File: config.mk
export PLATFORM = sky130hd
export DESIGN_NAME = fir_serial_ctrl
export DESIGN_NICKNAME = d
export VERILOG_FILES = /design/src/rtl/fir_serial_ctrl.sv
export SDC_FILE = /design/constraint.sdc
export NUM_CORES = 1
export LEC_CHECK = 0
export CAP_MARGIN = 20
export CORE_MARGIN = 4
export CORE_UTILIZATION = 52
export CTS_BUF_LIST = sky130_fd_sc_hd__clkbuf_4 sky130_fd_sc_hd__clkbuf_8 sky130_fd_sc_hd__clkbuf_16
export DETAILED_ROUTE_END_ITERATION = 7
export GPL_ROUTABILITY_DRIVEN = 0
export GPL_TIMING_DRIVEN = 0
export MAX_ROUTING_LAYER = met4
export PLACE_DENSITY = 0.78
export SLEW_MARGIN = 20
export SYNTH_ARGS = -nofsm -noshare
export SYNTH_HDL_FRONTEND = slang
export SYNTH_SLANG_ARGS = --single-unit
File: constraint.sdc
create_clock -name clk -period 1.95 [get_ports clk]
set_input_delay 0.195 -clock clk [delete_from_list [all_inputs] [get_ports clk]]
set_output_delay 0.195 -clock clk [all_outputs]
set_load 0.005 [all_outputs]
File: src/rtl/fir_serial_ctrl.sv
// fir_serial_ctrl: sequencer for a single-MAC, time-multiplexed FIR filter.
// After reset the delay line is zero-filled. Then each accepted sample is
// written to a circular delay-line RAM, followed by a sweep over all taps that
// drives the ROM/RAM read addresses and the accumulator controls.
//
// Ports:
//   clk, rst_n     clock (rising edge), asynchronous active-low reset
//   sample_valid   new input sample this cycle (1-cycle pulse)
//   busy           controller not in IDLE
//   wr_en, wr_zero delay-line write strobe / force written data to zero
//   wr_addr        delay-line write address
//   rd_en          delay-line and coefficient ROM read strobe
//   coef_addr      coefficient ROM address (tap index k)
//   tap_addr       delay-line read address, (base - k) mod Num_coef
//   acc_clr        accumulator loads the product instead of adding it
//   acc_en         accumulator update enable (rd_en delayed by read latency)
//   out_valid      accumulator holds the finished output (1-cycle pulse)
//   overrun        a sample arrived while busy and was dropped (1-cycle pulse)
module fir_serial_ctrl #(
  parameter int Num_coef = 17,
  localparam int AW = (Num_coef > 1) ? $clog2(Num_coef) : 1
) (
  input  logic          clk,
  input  logic          rst_n,
  input  logic          sample_valid,
  output logic          busy,
  output logic          wr_en,
  output logic          wr_zero,
  output logic [AW-1:0] wr_addr,
  output logic          rd_en,
  output logic [AW-1:0] coef_addr,
  output logic [AW-1:0] tap_addr,
  output logic          acc_clr,
  output logic          acc_en,
  output logic          out_valid,
  output logic          overrun
);

  localparam logic [AW-1:0] LAST = AW'(Num_coef - 1);

  typedef enum logic [2:0] {
    S_INIT,
    S_IDLE,
    S_RUN,
    S_FLUSH,
    S_DONE
  } state_t;

  state_t        state,       state_d;
  logic [AW-1:0] wr_ptr,      wr_ptr_d;
  logic          busy_q,      busy_d;
  logic          wr_en_q,     wr_en_d;
  logic          wr_zero_q,   wr_zero_d;
  logic [AW-1:0] wr_addr_q,   wr_addr_d;
  logic          rd_en_q,     rd_en_d;
  logic [AW-1:0] coef_q,      coef_d;
  logic [AW-1:0] tap_q,       tap_d;
  logic          acc_clr_q,   acc_clr_d;
  logic          acc_en_q,    acc_en_d;
  logic          out_valid_q, out_valid_d;
  logic          overrun_q,   overrun_d;

  logic accept;

  assign accept = (state == S_IDLE) && sample_valid;

  always_comb begin
    state_d     = state;
    wr_ptr_d    = wr_ptr;
    busy_d      = busy_q;
    wr_en_d     = 1'b0;
    wr_zero_d   = 1'b0;
    wr_addr_d   = '0;
    rd_en_d     = rd_en_q;
    coef_d      = coef_q;
    tap_d       = tap_q;
    // Accumulator strobes trail the read strobe by the one-cycle read latency.
    acc_en_d    = rd_en_q;
    acc_clr_d   = rd_en_q && (coef_q == '0);
    out_valid_d = 1'b0;
    overrun_d   = sample_valid && (state != S_IDLE);

    unique case (state)
      S_INIT: begin
        busy_d = 1'b1;
        // The registered write strobe doubles as the sweep-in-progress flag,
        // so the sweep restarts from address 0 whenever reset clears it.
        if (wr_en_q && (wr_addr_q == LAST)) begin
          state_d = S_IDLE;
          busy_d  = 1'b0;
        end else begin
          wr_en_d   = 1'b1;
          wr_zero_d = 1'b1;
          wr_addr_d = wr_en_q ? (wr_addr_q + AW'(1)) : '0;
        end
      end

      S_IDLE: begin
        busy_d = 1'b0;
        if (accept) begin
          state_d  = S_RUN;
          busy_d   = 1'b1;
          rd_en_d  = 1'b1;
          coef_d   = '0;
          tap_d    = wr_ptr;
          wr_ptr_d = (wr_ptr == LAST) ? '0 : (wr_ptr + AW'(1));
        end
      end

      S_RUN: begin
        if (coef_q == LAST) begin
          state_d = S_FLUSH;
          rd_en_d = 1'b0;
          coef_d  = '0;
          tap_d   = '0;
        end else begin
          coef_d = coef_q + AW'(1);
          tap_d  = (tap_q == '0) ? LAST : (tap_q - AW'(1));
        end
      end

      S_FLUSH: begin
        state_d     = S_DONE;
        out_valid_d = 1'b1;
      end

      S_DONE: begin
        state_d = S_IDLE;
        busy_d  = 1'b0;
      end

      default: state_d = S_INIT;
    endcase
  end

  always_ff @(posedge clk or negedge rst_n) begin
    if (!rst_n) begin
      state       <= S_INIT;
      wr_ptr      <= '0;
      busy_q      <= 1'b0;
      wr_en_q     <= 1'b0;
      wr_zero_q   <= 1'b0;
      wr_addr_q   <= '0;
      rd_en_q     <= 1'b0;
      coef_q      <= '0;
      tap_q       <= '0;
      acc_clr_q   <= 1'b0;
      acc_en_q    <= 1'b0;
      out_valid_q <= 1'b0;
      overrun_q   <= 1'b0;
    end else begin
      state       <= state_d;
      wr_ptr      <= wr_ptr_d;
      busy_q      <= busy_d;
      wr_en_q     <= wr_en_d;
      wr_zero_q   <= wr_zero_d;
      wr_addr_q   <= wr_addr_d;
      rd_en_q     <= rd_en_d;
      coef_q      <= coef_d;
      tap_q       <= tap_d;
      acc_clr_q   <= acc_clr_d;
      acc_en_q    <= acc_en_d;
      out_valid_q <= out_valid_d;
      overrun_q   <= overrun_d;
    end
  end

  // The sample write in IDLE is the only combinational path to the outputs.
  assign wr_en     = wr_en_q | accept;
  assign wr_zero   = wr_zero_q;
  assign wr_addr   = accept ? wr_ptr : wr_addr_q;
  assign busy      = busy_q;
  assign rd_en     = rd_en_q;
  assign coef_addr = coef_q;
  assign tap_addr  = tap_q;
  assign acc_clr   = acc_clr_q;
  assign acc_en    = acc_en_q;
  assign out_valid = out_valid_q;
  assign overrun   = overrun_q;

endmodule

-- Yosys cells after proc, flatten, opt, wreduce, memory -nomap -nowiden
Index checks and enable logic that the tools add are counted.
- bits in registers: 30
- logic and storage cells: 65
- output and inout port bits: 23
- input bits: 3
- reduce and logical (&&, ||, !) cells: 13
- multiplexer cells: 24
- bitwise logic cells: 1
- equality and inequality tests: 11
- $add $sub $neg: 4
- operator list (operator ; number):
    $mux 5 ; 10
    $pmux 5 s2 ; 2
    $add 5x1->5 const B ; 3
    $eq 5x5->1 const B ; 3
    $pmux 3 s5 ; 1
    $logic_not 5->1 ; 2
    $mux 3 ; 3
    $eq 3x2->1 const B ; 2
    $mux 1 ; 6
    $ne 2x2->1 const B ; 3
    $reduce_and 3->1 ; 2
    $sub 5x1->5 const B ; 1
    $logic_and 1x1->1 ; 4
    $reduce_and 2->1 ; 2
    $eq 3x1->1 const B ; 1
    $eq 3x3->1 const B ; 1
    $logic_not 3->1 ; 1
    $ne 3x1->1 const B ; 1
    $pmux 1 s3 ; 1
    $reduce_bool 3->1 ; 1
    $pmux 1 s2 ; 1
    $reduce_bool 2->1 ; 1
    $or 1x1->1 ; 1

-- Longest topological paths before layout
- depth after elaboration: 4
- gate-level depth with buffers: 6
- mapped depth without buffers: 6

-- Least setup slack after synthesis
Ideal clock, no wire load.
- path kind: register -> register
- start point: register tap_q[0] (netlist: tap_addr[0])
- end point: register tap_q[3] (netlist: tap_addr[3])
- library setup time: 0.119 ns
- arrival time: 1.380 ns
- data required time: 1.831 ns
- period minus slack after synthesis: 1.499 ns
- stages on the path, launching flop included: 7
- path buffers: 0
- path slack: 0.451 ns
- path through: dfrtp_1 > inv_1 > ha_1 > or4b_4 > nand3_2 > o31a_1 > o21ai_2
- longest elaborated chain between the ends: 4
- elaborated cells on any way between the ends: 5
- those cells by class: add/sub: 1; mux: 3; reduce/logical: 1
- ends and longest elaborated chain (item ; line ; text):
    start: declaration ; 57 ; logic [AW-1:0] tap_q, tap_d;
    start signal: assignment ; 160 ; tap_q <= tap_d;
    $sub 5x1->5 or $logic_not 5->1 (tied branches) ; 118 ; tap_d = (tap_q == '0) ? LAST : (tap_q - AW'(1));
    $mux 5 * ; 118 ;
    $mux 5 * ; 111 ; if (coef_q == LAST) begin
    $pmux 5 s2 * ; 83 ; unique case (state)
Every way passes the cells marked *; elsewhere a longest branch is shown, timed or not.
A chain may end at the register's enable or synchronous reset.

-- Worst setup path in the final report
- start point: register state[1]
- end point: output port wr_addr[4]
- longest elaborated chain between the ends: 3
- ends and longest elaborated chain (item ; line ; text):
    start: declaration ; 49 ; state_t state, state_d;
    start signal: assignment ; 152 ; state <= state_d;
    $eq 3x1->1 ; 65 ; assign accept = (state == S_IDLE) && sample_valid;
    $logic_and 1x1->1 ; 65 ;
    $mux 5 ; 171 ; assign wr_addr = accept ? wr_ptr : wr_addr_q;
    end: declaration ; 29 ; output logic [AW-1:0] wr_addr,
Every way passes these cells.

==> out/summary.txt <==
Root Buffer = clkbuf_4
CP Max Fanout = 10
Buffers on Ports = 25
drt total wl = 3350 um
initial antenna violation count = 0
reg2reg setup slack = 0.32 ns
Hold Vio Cnt, Final = 0
worst setup path start = state[1]
Crit Reg-Reg Endpoint = tap_addr[3]
DRT antenna net count = 0
clock share of power = 15.5%
Hold Crit Start = sample_valid
GRT Total Usage = 19.4%
Worst-Margin Slew = 0.664 ns
Overflow after GRT = 0
vias in the first global route = 1,332
CP Launch Type = register
DRT iter0 DRCs = 56
first-pass GRT wire length = 6040 um
Initial Utilization = 55.9%
die span in x = 63.4 um
Setup WS pre-CTS = -0.275 ns
PD cells = 1200 nW/um^2
metal3 WL = 146 um
H-tree levels = 2
Detailed Place HPWL = 2360 um
final net count = 205
Synth Register Bits = 30
sw frac = 36.3%
Mean Syn Cell Area = 10.0 um^2
switching power = 0.863 mW
count of cell types in the netlist = 44
IO Count = 26
Hold Crit Depth = 2
Die H = 63.4 um
max-slew violation count = 0
max-capacitance violation count = 0
minimum hold slack = 0.363 ns
DP Cell Count = 215
async set or reset register ratio after synthesis = 100%
Post-Synthesis Cells = 159
Top Layer Used = met4
Worst Clk Skew = 0.00449 ns
most common cell after layout, fill and taps aside = dfrtp_1
final setup margin = 0.0651 ns
Final Cycle Share = 96.7%
Worst Path Arrival = 1.69 ns
worst skew pair latency = 0.33 ns
Hold EP = overrun
class of the most critical setup path = register to output pin
worst vdd ir = 0.621 mV
maximum number of pins on one net before global-route repair = 31
Util after Layout = 69.5%
Final min period = 1.88 ns
Filler cells = 235
Max clock buf depth = 2
Int Pwr = 1.51 mW
EDFF count, synth = 0
Mapped Nets = 169
Synthesis Warnings = 0
Synth-to-Final Area Change = 24.3%
register area share after synthesis = 47.1%
WL/cell = 14.8 um
Via Count = 1,308
CTS Sinks = 30
LEAKAGE = 0.925 nW
worst reg-to-reg path cell count = 6
Via density = 5.79
Worst EP required = 1.75 ns
Clk pin slew, worst setup/hold paths = 0.09 ns
FMAX = 0.531 GHz
core area = 2850 um^2
Non-Filler Instances = 226
Die ar. = 4020 um^2
first drt pass iteration count = 5
CTS Buf Count = 5
Worst Setup End Kind = output pin
combinational fraction of design power = 43.6%
status = complete, no violations
# rows = 19
synthesized cell area = 1600 um^2
Top FF cell, synth = dfrtp_1
TritonCTS clock tree = done
DRT met1 WL = 1580 um
Hold Path Class = primary input to register
Setup TNS Final = 0 ns
RSZ-0062 raised after global routing = yes
DR DRC count = 0
most frequent cells in the layout = dfrtp_1 (29), nand2_1 (20), clkdlybuf4s50_1 (17)
slew margin rel. = 55.7%
Flop pwr share = 40.9%
Inserted Diodes = 0
final setup vio count = 0
wire length on met2 = 1570 um
share of post-route cells with drive strength above 1 = 16.4%
worst reg2reg startpoint = tap_addr[0]
[worst max path at each step]
stage | to | slack, ns
CTS | wr_addr[0] | 0.01
global route | wr_addr[2] | -0.02
finish | wr_addr[4] | 0.07
floorplan | tap_addr[3] | 0.45
global placement | wr_addr[0] | -0.26
detailed placement | wr_addr[0] | -0.27
[timing repair]
action,in CTS,in global routing
hold endpoints to repair,30,0
setup buffers,2,1
pin swaps,2,0
setup endpoints to repair,6,5
resized for setup,10,5
hold buffers,1,0
[power groups by stage]
stage,Combinational (mW),Sequential (mW),Clock (mW)
2_1_floorplan,0.599,0.960,0
3_3_place_gp,1.02,0.970,0
3_5_place_dp,1.05,0.983,0
4_1_cts,1.05,0.970,0.380
5_1_grt,1.15,1.01,0.414
6_report,1.04,0.972,0.369
[metal layers]
layer  vias to the layer above  GRT usage, %
li1                        634             -
met1                       636          24.7
met2                        31          30.5
met3                         7          4.26
met4                         0          6.74
met5                         -             -
[per-stage QoR]
step                instance area (um^2)  total power, mW
floorplan                           1600             1.56
global placement                    1880             1.99
detailed placement                  1880             2.03
CTS                                 1970             2.40
global route                        1980             2.58
finish                              1980             2.38
[cell families after synthesis]
family          share of synthesized area (%)
fa+ha+maj                                5.49
buf+inv                                  6.51
flops                                    47.1
compound gates                           14.7
simple gates                             23.5
xor+xnor                                 2.75
[synth_stat cells, types with 2 or more instances]
cell type	count	share of area [%]
o211ai_1	2	0.94
a21o_1	3	1.4
a31oi_1	2	0.78
and3b_2	2	1.3
nand4bb_1	2	1.4
nor2_1	11	2.6
xor2_1	3	1.6
nor3_1	5	1.6
a21oi_1	6	1.9
dfrtp_1	30	47
xnor2_1	2	1.1
buf_4	2	0.94
and4bb_2	2	1.6
inv_1	12	2.8
nor2_4	2	1.4
nand2_1	21	4.9
ha_1	7	5.5
o21ai_1	3	0.94
clkbuf_8	2	1.7
nand3_1	6	1.9
o32ai_1	2	1.1
o21ai_0	9	2.8
a41oi_1	2	1.1
[final cells by class]
type	instances	area, um^2	area share (%)
timing repair buffer	29	270	13.6
multi-input combinational	111	759	38.3
inverter	12	45.0	2.27
sequential	30	752	37.9
tap	31	38.8	1.96
clock buffer	7	52.6	2.65
buffer	6	65.1	3.28
[worst max-delay path: stages (launching register included)]
cell,delay (ns)
dfrtp_1,0.42
and4bb_2,0.31
buf_6,0.10
clkbuf_8,0.15
nand2_1,0.08
nand2_1,0.07
dlygate4sd2_1,0.23
[sequential cells by signal, indices dropped and copies added, names as in the netlist]
signal     flops
rd_en          1
wr_zero        1
overrun        1
out_valid      1
wr_ptr         5
state          3
acc_clr        1
acc_en         1
wr_addr_q      5
tap_addr       5
coef_addr      5
busy           1
No activity file was read; power rests on OpenSTA's default activity.
